<file path="src/rtl/bus_mon_pkg.sv">
// rtl/bus_mon_pkg.sv - shared FSM encoding and parameter legality check for the bus activity monitor
package bus_mon_pkg;

  typedef enum logic [1:0] {
    ST_IDLE   = 2'd0,
    ST_ARMED  = 2'd1,
    ST_ACTIVE = 2'd2
  } bus_mon_state_e;

  // Returns 1 when the parameter set can be built. The edge counter must be
  // able to hold the threshold value when it is the one used for thresholding.
  function automatic bit bus_mon_params_ok(
    input int num_lines,
    input int sync_stages,
    input int act_threshold,
    input int idle_timeout,
    input int edge_cnt_width,
    input bit stats_en
  );
    bit ok;
    ok = (num_lines >= 1) && (sync_stages >= 2) && (act_threshold >= 1) &&
         (idle_timeout >= 2) && (edge_cnt_width >= 1) && (edge_cnt_width <= 30);
    if (stats_en && ok) begin
      ok = act_threshold < (1 << edge_cnt_width);
    end
    return ok;
  endfunction

endpackage

</file>
<file path="src/rtl/synchronizer.sv">
// rtl/synchronizer.sv - multi-bit, multi-stage flop chain for asynchronous inputs, reset to 0
module Synchronizer #(
  parameter int WIDTH  = 4,
  parameter int STAGES = 2
) (
  input  logic             clk,
  input  logic             rst_n,
  input  logic [WIDTH-1:0] din,
  output logic [WIDTH-1:0] dout
);

  logic [STAGES-1:0][WIDTH-1:0] chain_q;
  logic [STAGES-1:0][WIDTH-1:0] chain_d;

  // Shift the raw input one stage further down the chain every cycle.
  always_comb begin
    chain_d    = chain_q;
    chain_d[0] = din;
    for (int i = 1; i < STAGES; i++) begin
      chain_d[i] = chain_q[i-1];
    end
  end

  // Chain registers, cleared by the synchronous active-low reset.
  always_ff @(posedge clk) begin
    if (!rst_n) begin
      chain_q <= '0;
    end else begin
      chain_q <= chain_d;
    end
  end

  assign dout = chain_q[STAGES-1];

endmodule

</file>
<file path="src/rtl/bus_activity_monitor.sv">
// rtl/bus_activity_monitor.sv - bus line activity detector driving comm_active; BUS_MON_STATS_EN adds burst statistics
module bus_activity_monitor
  import bus_mon_pkg::*;
#(
  parameter int NUM_LINES      = 4,
  parameter int SYNC_STAGES    = 2,
  parameter int ACT_THRESHOLD  = 3,
  parameter int IDLE_TIMEOUT   = 1200,
  parameter int EDGE_CNT_WIDTH = 16
) (
  input  logic                      sys_clk,
  input  logic                      sys_rst_n,
  input  logic [NUM_LINES-1:0]      bus_lines,
  input  logic [NUM_LINES-1:0]      line_mask,
  output logic                      comm_active,
  output logic                      burst_done,
  output logic [EDGE_CNT_WIDTH-1:0] edge_count
);

`ifdef BUS_MON_STATS_EN
  localparam bit STATS_EN = 1'b1;
  localparam int CNT_W    = EDGE_CNT_WIDTH;
`else
  localparam bit STATS_EN = 1'b0;
  localparam int CNT_W    = $clog2(ACT_THRESHOLD + 1);
`endif

  localparam int TIMER_W = $clog2(IDLE_TIMEOUT);
  localparam int WARM_W  = $clog2(SYNC_STAGES + 2);

  localparam logic [TIMER_W-1:0] TIMER_LAST = TIMER_W'(IDLE_TIMEOUT - 1);
  localparam logic [WARM_W-1:0]  WARM_DONE  = WARM_W'(SYNC_STAGES + 1);
  localparam logic [CNT_W-1:0]   CNT_ONE    = CNT_W'(1);
  localparam logic [CNT_W-1:0]   CNT_MAX    = '1;
  localparam logic [CNT_W-1:0]   CNT_THRESH = CNT_W'(ACT_THRESHOLD);

  if (!bus_mon_params_ok(NUM_LINES, SYNC_STAGES, ACT_THRESHOLD, IDLE_TIMEOUT,
                         EDGE_CNT_WIDTH, STATS_EN)) begin : g_param_error
    $error("bus_activity_monitor: illegal parameter set");
  end

  logic [NUM_LINES-1:0] sync_lines;
  logic [NUM_LINES-1:0] hist_q, hist_d;
  logic [WARM_W-1:0]    warm_q, warm_d;
  bus_mon_state_e       state_q, state_d;
  logic [TIMER_W-1:0]   timer_q, timer_d;
  logic [CNT_W-1:0]     cnt_q, cnt_d;
  logic                 comm_active_q, comm_active_d;
  logic                 edge_det;

  Synchronizer #(
    .WIDTH  (NUM_LINES),
    .STAGES (SYNC_STAGES)
  ) u_sync (
    .clk   (sys_clk),
    .rst_n (sys_rst_n),
    .din   (bus_lines),
    .dout  (sync_lines)
  );

  // History follows every line regardless of the mask, so a mask change
  // alone can never look like a transition.
  always_comb begin
    hist_d   = sync_lines;
    warm_d   = warm_q;
    if (warm_q != WARM_DONE) begin
      warm_d = warm_q + WARM_W'(1);
    end
    edge_det = (warm_q == WARM_DONE) && (|((sync_lines ^ hist_q) & line_mask));
  end

  // Glitch filter / activity FSM with idle timer; an edge always beats a timeout.
  always_comb begin
    state_d       = state_q;
    timer_d       = timer_q;
    cnt_d         = cnt_q;
    comm_active_d = (state_q == ST_ACTIVE);
    case (state_q)
      ST_IDLE: begin
        if (edge_det) begin
          cnt_d   = CNT_ONE;
          timer_d = '0;
          state_d = (ACT_THRESHOLD == 1) ? ST_ACTIVE : ST_ARMED;
        end
      end
      ST_ARMED: begin
        if (edge_det) begin
          cnt_d   = cnt_q + CNT_ONE;
          timer_d = '0;
          if (cnt_d >= CNT_THRESH) begin
            state_d = ST_ACTIVE;
          end
        end else if (timer_q == TIMER_LAST) begin
          state_d = ST_IDLE;
        end else begin
          timer_d = timer_q + TIMER_W'(1);
        end
      end
      ST_ACTIVE: begin
        if (edge_det) begin
          timer_d = '0;
          if (cnt_q != CNT_MAX) begin
            cnt_d = cnt_q + CNT_ONE;
          end
        end else if (timer_q == TIMER_LAST) begin
          state_d = ST_IDLE;
        end else begin
          timer_d = timer_q + TIMER_W'(1);
        end
      end
      default: begin
        state_d = ST_IDLE;
        timer_d = '0;
      end
    endcase
  end

  // Core state registers; reset restarts warm-up and clears the burst state.
  always_ff @(posedge sys_clk) begin
    if (!sys_rst_n) begin
      hist_q        <= '0;
      warm_q        <= '0;
      state_q       <= ST_IDLE;
      timer_q       <= '0;
      cnt_q         <= '0;
      comm_active_q <= 1'b0;
    end else begin
      hist_q        <= hist_d;
      warm_q        <= warm_d;
      state_q       <= state_d;
      timer_q       <= timer_d;
      cnt_q         <= cnt_d;
      comm_active_q <= comm_active_d;
    end
  end

  assign comm_active = comm_active_q;

`ifdef BUS_MON_STATS_EN
  logic burst_done_q, burst_done_d;

  // Burst end pulse lines up with the first cycle comm_active reads low.
  always_comb begin
    burst_done_d = comm_active_q & ~comm_active_d;
  end

  // Burst end pulse register.
  always_ff @(posedge sys_clk) begin
    if (!sys_rst_n) begin
      burst_done_q <= 1'b0;
    end else begin
      burst_done_q <= burst_done_d;
    end
  end

  assign burst_done = burst_done_q;
  assign edge_count = cnt_q;
`else
  assign burst_done = 1'b0;
  assign edge_count = '0;
`endif

endmodule

</file>
<file path="config.mk">
export PLATFORM = sky130hd
export DESIGN_NAME = bus_activity_monitor
export DESIGN_NICKNAME = d
export VERILOG_FILES = /design/src/rtl/bus_mon_pkg.sv /design/src/rtl/synchronizer.sv /design/src/rtl/bus_activity_monitor.sv
export SDC_FILE = /design/constraint.sdc
export NUM_CORES = 1
export LEC_CHECK = 0
export ABC_AREA = 0
export BUFFER_PORTS_ARGS = -buffer_cell sky130_fd_sc_hd__buf_2
export CORE_ASPECT_RATIO = 1.2
export CORE_MARGIN = 2
export CORE_UTILIZATION = 49
export DETAILED_ROUTE_END_ITERATION = 8
export GPL_TIMING_DRIVEN = 0
export PLACE_DENSITY_LB_ADDON = 0.1
export SYNTH_ARGS = -nofsm -noshare
export SYNTH_HDL_FRONTEND = slang
export SYNTH_SLANG_ARGS = --single-unit
</file>
<file path="constraint.sdc">
create_clock -name sys_clk -period 1.7 [get_ports sys_clk]
set_input_delay 0.17 -clock sys_clk [delete_from_list [all_inputs] [get_ports sys_clk]]
set_output_delay 0.17 -clock sys_clk [all_outputs]
set_load 0.02 [all_outputs]
</file>
### After elaboration in Yosys (flattened, before gate mapping)

Cells that the tools add are included.

* input port bits: 10
* register bits after elaboration: 30
* output and inout bits: 18
* logic and storage cells: 49

* muxes and demuxes: 14
* reductions and logical operators: 8
* bitwise gates (word level): 2
* order comparisons: 1
* eq/ne operators: 13
* add/sub/neg operators: 3

Operator list (number)
* 11-bit 2-to-1 mux: 3
* 11-bit case mux with 2 select lines: 1
* 2-bit 2-to-1 mux: 8
* 2-bit case mux with 3 select lines: 2
* 11-bit by 1-bit adder with 11-bit output (second input constant): 1
* 11-bit equality test (second input constant): 1
* 2-bit != test (second input constant): 5
* 3-bit != test (second input constant): 2
* 5-bit AND reduction: 1
* 2-bit by 1-bit adder with 2-bit output (second input constant): 2
* 4-bit bitwise AND: 1
* 2-bit equality test (second input constant): 2
* 2-bit by 1-bit != test with 1-bit output (second input constant): 2
* 4-bit OR reduction: 1
* 4-bit bitwise XOR: 1
* 3-bit AND reduction: 1
* 3-bit nonzero test: 1
* 2-bit by 1-bit equality test with 1-bit output (second input constant): 1
* 2-bit >= comparator (second input constant): 1
* 2-bit zero test: 1
* 2-bit AND reduction: 1
* 2-bit OR reduction: 1
* 1-bit logical AND: 1

### Longest topological paths before layout

Gate-level depths: netlist (run 1).

* word-level depth: 6
* depth in mapped cells: 7
* mapped depth without buffers: 7

### Cells and area by module

A second synthesis (run 1) with hierarchy kept.

* cell total of the unflattened synthesis: 161
* area, all modules: 1525.2 sq um

By module, submodules not included
* bus_activity_monitor: seq. area each 440.4 sq um, area each 1315.0 sq um, instances 1, cells an instance 145
* Synchronizer: seq. area each 160.2 sq um, area each 210.2 sq um, instances 1, cells an instance 16

### Worst setup path before layout (run 1)

OpenSTA, ideal clock, no wires.

* path type: reg2reg
* start point: register timer_q[0]
* end point: register timer_q[3]
* stages on the path, launching flop included: 8
* path buffers: 0
* data required time: 1585 ps
* data arrival time: 1713 ps
* setup slack: -127 ps
* library setup time: 115 ps
* clock period less this slack: 1827 ps
* path through: dfxtp_1 > ha_1 > and3_1 > nand3_1 > o21a_1 > or2_1 > and4b_1 > o21a_1

* word-level cells in the longest chain between the ends: 4
* elaborated cells on any way between the ends: 7
* classes of those cells: add/sub (1); eq/ne (2); mux (3); reduce/logical (1)

Ends and longest elaborated chain
* start: declaration: line bus_activity_monitor.sv:46 `logic [TIMER_W-1:0] timer_q, timer_d;`
* start signal: assignment: line bus_activity_monitor.sv:131 `timer_q <= timer_d;`
* 11-bit by 1-bit adder with 11-bit output: line bus_activity_monitor.sv:96, bus_activity_monitor.sv:108
* 11-bit 2-to-1 mux: line bus_activity_monitor.sv:93, bus_activity_monitor.sv:105
* 11-bit 2-to-1 mux: line bus_activity_monitor.sv:100 `if (edge_det) begin`
* 11-bit case mux with 2 select lines: line bus_activity_monitor.sv:78 `case (state_q)`

Parallel ways exist; a longest one is shown, timed or not. The select of a mux whose other input is x is not followed.
A chain may end at the register's enable or synchronous reset.

### Final worst setup path (run 1)

* start point: register hist_q[3]
* end point: register timer_q[3]

* word-level cells in the longest chain between the ends: 6
* elaborated cells on any way between the ends: 9
* classes of those cells: eq/ne (2); mux (2); bitwise (2); reduce/logical (3)

Ends and longest elaborated chain
* start: declaration: line bus_activity_monitor.sv:43 `logic [NUM_LINES-1:0] hist_q, hist_d;`
* start signal: assignment: line bus_activity_monitor.sv:128 `hist_q <= hist_d;`
* 4-bit bitwise XOR *: line bus_activity_monitor.sv:69 `edge_det = (warm_q == WARM_DONE) && (|((sync_lines ^ hist_q) & line_mask));`
* 4-bit bitwise AND *: line bus_activity_monitor.sv:69
* 4-bit OR reduction *: line bus_activity_monitor.sv:69
* 1-bit logical AND *: line bus_activity_monitor.sv:69
* 11-bit 2-to-1 mux, or another cell as far along: line bus_activity_monitor.sv:100
* 11-bit case mux with 2 select lines / 2-bit AND reduction (equally long branches)

Mark *: on every way between the ends. The rest lies on a longest branch, timed or not.

==> run_results.csv, run 1 <==
group,metric,value,unit
run_status,outcome,"finished, violations left",
run_status,failed_checks,"negative setup slack",
place,pre_cts_slack,-0.258,ns
logic_synthesis,synth.distinct_cells,35,
critical_path,cp.required,1.94,ns
detailed_routing,routedWlPerCell,13.2,µm
hold_path,hp-class,"input pin to register",
logic_synthesis,seq_area_frac_synth,40.6,%
power,power_density,980,mW/mm²
clock_tree,clock_tree.root_cell,"clkbuf_4",
clock_tree,htreeDepth,2,
critical_path,cpPeakStageDelay,0.32,ns
floorplanning,pin_count,28,
detailed_routing,drtIter0Drc,19,
logic_synthesis,postSynthAreaPerCell,9.19,µm²
detailed_routing,routed_wl,3180,µm
cells_and_area,diodes,0,
critical_path,reg2reg_depth,7,
timing,skew,0.00925,ns
place,gp_congestion,0.781,
clock_tree,cts_buffers,5,
logic_synthesis,synth_cells,161,
detailed_routing,postRouteAntennaNets,0,
critical_path,critical_path_class,"register to register",
detailed_routing,viasPerCell,5.10,
detailed_routing,dr.pass1.iters,4,
job,cap_violations,0,
timing,setup_viol,2,
floorplanning,rows,21,
place,hpwl,2010,µm
floorplanning,core_area,0.00284,mm²
power,ir_drop,0.000732,V
logic_synthesis,syn_area,0.00148,mm²
floorplanning,die_h,64.2,µm
logic_synthesis,async_reset_ff_share,0,%
global_routing,grt_max_degree,11,
critical_path,worst-path-stages,7,
global_routing,grt_pass1_vias,1208,
power,power_leakage,0.881,nW
timing,rsz0062_at_grt,"yes",
critical_path,end_kind,"register",
logic_synthesis,synth_seq_cells,30,
floorplanning,initial_core_util,52.1,%
cells_and_area,fillCellCount,233,
logic_synthesis,synth_edf_count,0,
critical_path,cp.arrival,1.95,ns
timing,fin_crit_sh,101,%
global_routing,grt_remaining_overflow,0,
critical_path,start_kind,"register",
clock_tree,cts_buffer_depth,2,
global_routing,antenna_found_initial,0,
cells_and_area,drive_gt1_share,44.0,%
critical_path,path_buf_inv,1,
cells_and_area,area_delta_synth_final,38.9,%
floorplanning,design.die.area,0.00348,mm²
clock_tree,cts_tree,"built",
logic_synthesis,synth_warnings,0,
hold_path,whs_path_depth,2,
critical_path,cpLargestDelayFamily,"compound AO/OA/AOI/OAI gates",
logic_synthesis,synthFlopType,"dfxtp_1",
cells_and_area,utilization,72.4,%
timing,hold_viol_final,0,
timing,max_freq,0.583,GHz
cells_and_area,fin_nets,224,
critical_path,slowest_stage,"dfxtp_1",
global_routing,grt_usage,20.7,%
clock_tree,clk_pin_slew,0.10,ns
timing,worst_slack,-0.0162,ns
critical_path,crit_path_max_fanout,4,
detailed_routing,drc,0,
detailed_routing,dr_total_vias,1229,
floorplanning,die_x,54.2,µm
place,port_buffers,10,
clock_tree,insertion_delay,0.34,ns
critical_path,path_cells,"xor2_1, a22oi_2, a21boi_4, buf_4, or2_4, and4b_1, o21a_1",
clock_tree,clock_sinks,30,
timing,min_period,1.72,ns
global_routing,grt_first_pass_wirelength,5240,µm
timing,drv_slew,0,
-- report_power, final --
group | total (W) | switching (W) | internal, W
clock network | 0.000758 | 0.000260 | 0.000498
logic | 0.000486 | 0.000275 | 0.000211
registers | 0.000769 | 0.0000272 | 0.000742
-- registers in the layout, summed over array words and instances (netlist names) --
signal          count
timer_q            11
hist_q              4
u_sync.chain_d      4
u_sync.dout         4
cnt_q               2
state_q             2
warm_q              2
comm_active         1
-- synth_stat cells (all sizes together) (2+ instances only) --
master / number / area (µm²)
inv: 7 / 26.3
dfxtp: 30 / 601
mux2i: 3 / 30.0
clkbuf: 2 / 7.51
nor3: 3 / 15.0
a22oi: 3 / 22.5
nand3: 7 / 35.0
o21ai: 4 / 20.0
xor2: 9 / 78.8
a21oi: 7 / 35.0
ha: 8 / 100
o21a: 3 / 22.5
or3: 3 / 18.8
buf: 17 / 128
nor3b: 2 / 15.0
nand2b: 2 / 12.5
nand2: 2 / 7.51
nor2: 14 / 52.6
and2: 13 / 81.3
and3: 4 / 25.0
o2111ai: 4 / 35.0
-- through the flow --
step	cell area [µm²]	power, W	hold WS [ns]	TNS, ns	instances
after CTS	1960	0.00196	0.0254	-0.0269	240
after detailed placement	1680	0.00112	0.381	-2.19	221
after global placement	1680	0.00110	0.374	-1.54	221
after global routing	2050	0.00210	0.0152	-0.680	241
final	2050	0.00201	0.0227	-0.0226	241
after floorplan	1590	0.00104	0.292	-0.0188	177
-- layout by cell type, fill, tap and decap left out, types with 3 or more instances in the layout --
master and count:
conb_1 17, dfxtp_1 17, xor2_1 8, buf_2 10
or3_1 3, nor2_1 12, and2_1 13, dfxtp_2 10
ha_4 3, o21ai_0 3, a21oi_1 6, nand3_1 6
and3_1 3, o2111ai_2 3, dfxtp_4 3, ha_1 4
buf_4 29, clkbuf_4 5, inv_1 6
-- final timing paths --
path                                         from                end  slack (ns)
worst max-delay path                    hist_q[3]         timer_q[3]       -0.02
worst min-delay path                 bus_lines[0]  u_sync.chain_d[4]        0.02
worst max register to register          hist_q[3]         timer_q[3]       -0.02
worst min register to register  u_sync.chain_d[4]     u_sync.dout[0]        0.44
-- per-layer routing --
layer  vias up  global-route usage, %  part of all wire [%]
li1        617                      -                     -
met2        28                   36.1                    53
met3         5                   7.24                   5.1
met4         0                   7.19                   1.7
met1       579                   21.9                    40
met5         -                      0                     0
-- area by class of cell --
class | instances | area, µm² | share of cell area (%)
Inverter | 8 | 30.0 | 1.46
Sequential cell | 30 | 624 | 30.4
Timing Repair Buffer | 22 | 140 | 6.82
Tap cell | 34 | 42.5 | 2.07
Clock buffer | 6 | 51.3 | 2.50
Multi-Input combinational cell | 120 | 963 | 46.9
Buffer | 19 | 143 | 6.94
Clock inverter | 2 | 60.1 | 2.92
-- timing repair --
| action | in CTS | in global routing |
|---|---|---|
| setup buffers | 11 | 1 |
| gates cloned | 0 | 0 |
| hold buffers | 0 | 0 |
| pin swaps | 8 | 10 |
| gates resized for setup | 23 | 24 |
| setup endpoints to repair | 12 | 14 |
-- cells by family after synthesis --
group	after synthesis	synth area share, %
AOI/OAI and AO/OA	28	13.4
xor gates and xnor gates	9	5.33
adders and majority gates	8	6.77
buffers and inverters	27	11.2
DFF	30	40.6
muxes	3	2.03
other	1	0.254
and+or+nand+nor	55	20.5
Note: power is estimated with default switching activity, not from simulation.
==> run 2, diff against run 1 <==
--- a/config.mk
+++ b/config.mk
@@ -5,11 +5,11 @@
 export SDC_FILE = /design/constraint.sdc
 export NUM_CORES = 1
 export LEC_CHECK = 0
-export ABC_AREA = 0
+export ABC_AREA = 1
 export BUFFER_PORTS_ARGS = -buffer_cell sky130_fd_sc_hd__buf_2
 export CORE_ASPECT_RATIO = 1.2
 export CORE_MARGIN = 2
-export CORE_UTILIZATION = 49
+export CORE_UTILIZATION = 51
 export DETAILED_ROUTE_END_ITERATION = 8
 export GPL_TIMING_DRIVEN = 0
 export PLACE_DENSITY_LB_ADDON = 0.1
==> run_results.csv, run 2 <==
group,metric,value,unit
timing,tightest_slew,0.659,ns
timing,worst_slack,0.124,ns
logic_synthesis,ys_top_cells_by_area,"dfxtp_1, nand2_1, inv_1",
global_routing,antenna_found_initial,0,
detailed_routing,routed_wl,3200,µm
global_routing,grt_max_degree,11,
detailed_routing,dr_total_vias,1465,
clock_tree,holdBufCountCts,0,
timing,rsz0062_at_grt,"no",
power,clkPwrFrac,29.9,%
job,cap_violations,0,
timing,fin_crit_sh,92.7,%
logic_synthesis,ys_top_cells_by_count,"nand2_1, inv_1, dfxtp_1",
detailed_routing,drc,0,
clock_tree,cts_tree,"built",
clock_tree,clk_pin_slew,0.06,ns
clock_tree,clock_tree.root_cell,"clkbuf_8",
place,pre_cts_slack,-0.0553,ns
logic_synthesis,async_reset_ff_share,0,%
power,internal_power,0.00134,W
floorplanning,die_x,58.1,µm
clock_tree,cts_buffer_depth,2,
critical_path,end_kind,"register",
cells_and_area,largest_reg_flops,11,
logic_synthesis,synth_warnings,0,
critical_path,start_kind,"register",
critical_path,cp.required,1.87,ns
power,netSwitchingFraction,34.6,%
cells_and_area,diodes,0,
logic_synthesis,syn_area,0.00179,mm²
timing,skew,0.00797,ns
cells_and_area,regMostFlops,"timer_q",
global_routing,grt_usage,18.7,%
place,gp_congestion,0.821,
detailed_routing,drtIter0Drc,28,
cells_and_area,layout_commonest_cell,"nand2_1",
power,power_density,971,mW/mm²
logic_synthesis,postSynthAreaPerCell,6.96,µm²
power,comb_power_share,29.9,%
clock_tree,insertion_delay,0.29,ns
timing,drv_slew,0,
detailed_routing,dr.pass1.iters,4,
power,power,0.00205,W
timing,max_freq,0.635,GHz
clock_tree,clock_sinks,30,
run_status,outcome,"completed",
cells_and_area,utilization,63.1,%
logic_synthesis,yosys.area.top_type,"dfxtp_1",
floorplanning,rows,23,
cells_and_area,area_delta_synth_final,17.8,%
timing,hold_viol_final,0,
global_routing,grt_remaining_overflow,0,
detailed_routing,viasPerCell,4.41,
timing,min_period,1.58,ns
logic_synthesis,synth_top_cell_area_share,33.6,%
power,power_switching,0.000707,W
global_routing,grt_first_pass_wirelength,5470,µm
logic_synthesis,synth.distinct_cells,30,
logic_synthesis,synthFlopType,"dfxtp_1",
detailed_routing,routedWlPerCell,9.64,µm
critical_path,cp.arrival,1.75,ns
logic_synthesis,synth_edf_count,0,
place,port_buffers,9,
clock_tree,htreeDepth,2,
place,place_area,0.00194,mm²
floorplanning,die_h,68.9,µm
critical_path,crit_path_max_fanout,10,
logic_synthesis,seq_area_frac_synth,33.6,%
power,ir_drop,0.000999,V
timing,relSlewSlack,56.0,%
cells_and_area,fillCellCount,337,
floorplanning,design.die.area,0.00400,mm²
logic_synthesis,synth_seq_cells,30,
global_routing,grt_pass1_vias,1311,
power,power_leakage,0.968,nW
detailed_routing,postRouteAntennaNets,0,
floorplanning,core_area,0.00334,mm²
floorplanning,pin_count,28,
logic_synthesis,synth_cells,257,
logic_synthesis,synth_most_common_cell,"nand2_1",
timing,setup_viol,0,
cells_and_area,layout_common_cells,"nand2_1, inv_1, dfxtp_1",
power,pwr-share-seq,40.1,%
clock_tree,cts_buffers,5,
place,hpwl,2260,µm
critical_path,critical_path_class,"register to register",
cells_and_area,fin_nets,312,
cells_and_area,fin_area,0.00211,mm²
cells_and_area,drive_gt1_share,24.1,%
floorplanning,initial_core_util,53.6,%
hold_path,hp-class,"input pin to register",
==> run 2: repair_timing <==
item                                    in CTS  in global routing
endpoints found under the setup margin      12                 12
gates cloned                                 0                  1
buffers inserted                             2                  2
resized for setup                            2                  7
pin swaps                                    1                  1
endpoints found under the hold margin        0                  0
==> run 2: cell type report <==
| cell class | count | area, µm² | area share, % |
|---|---|---|---|
| multi-input cells | 179 | 942 | 44.7 |
| clock inverters | 2 | 12.5 | 0.594 |
| repair buffers | 13 | 75.1 | 3.57 |
| well taps | 37 | 46.3 | 2.20 |
| plain buffers | 23 | 174 | 8.26 |
| flip-flops and latches | 30 | 606 | 28.8 |
| clock buffers | 6 | 82.6 | 3.92 |
| repair inverters | 1 | 7.51 | 0.357 |
| inverters | 41 | 160 | 7.61 |
==> run 2: logic make-up (layout without fill, tap and decap cells) <==
kind of cell	after synthesis	after routing	synth area share [%]
and+or+nand+nor	123	123	29.5
buffers and inverters	64	86	18.5
DFF	30	30	33.6
AOI/OAI and AO/OA	24	24	9.17
adders and majority gates	8	8	5.60
xor gates and xnor gates	7	7	3.43
other	1	17	0.210
==> run 2: power groups by stage <==
stage	combinational (W)	sequential (W)	clock (W)
finish	0.000612	0.000821	0.000613
global route	0.000702	0.000828	0.000666
CTS	0.000547	0.000816	0.000639
detailed placement	0.000543	0.000831	0
global placement	0.000542	0.000829	0
floorplan	0.000448	0.000820	0
==> run 2: final timing paths <==
path                                        start           endpoint  slack, ns  cells after the start
worst max-delay path                   timer_q[0]         timer_q[1]       0.12                     11
worst min-delay path                 bus_lines[2]  u_sync.chain_d[6]       0.06                      3
worst max register to register         timer_q[0]         timer_q[1]       0.12                     11
worst min register to register  u_sync.chain_d[7]     u_sync.dout[3]       0.41                      2
==> run 2: routing by layer <==
layer | up-vias | share of wire, % | routed length [µm] | GRT usage [%]
met5 | - | 0 | 0 | 0
met4 | 0 | 3.0 | 96 | 13.1
met3 | 8 | 3.7 | 117 | 4.10
met2 | 21 | 47 | 1490 | 31.4
met1 | 617 | 47 | 1500 | 21.1
li1 | 819 | - | - | -
==> run 2: per-stage QoR <==
step | cells | hold slack, ns | setup TNS [ns]
2_1_floorplan | 273 | 0.263 | 0
3_3_place_gp | 319 | 0.347 | -0.513
3_5_place_dp | 319 | 0.352 | -0.396
4_1_cts | 329 | 0.0507 | 0
5_1_grt | 332 | 0.0704 | 0
6_report | 332 | 0.0642 | 0
==> run 2: critical path: stages, from the launching register on <==
cell     delay (ns)
dfxtp_4        0.38
ha_4           0.15
nand2_2        0.07
nor2_4         0.13
inv_2          0.04
nor3_2         0.17
nand3_2        0.09
nand2_2        0.08
inv_2          0.04
buf_6          0.13
o21ai_2        0.11
nor2_1         0.05
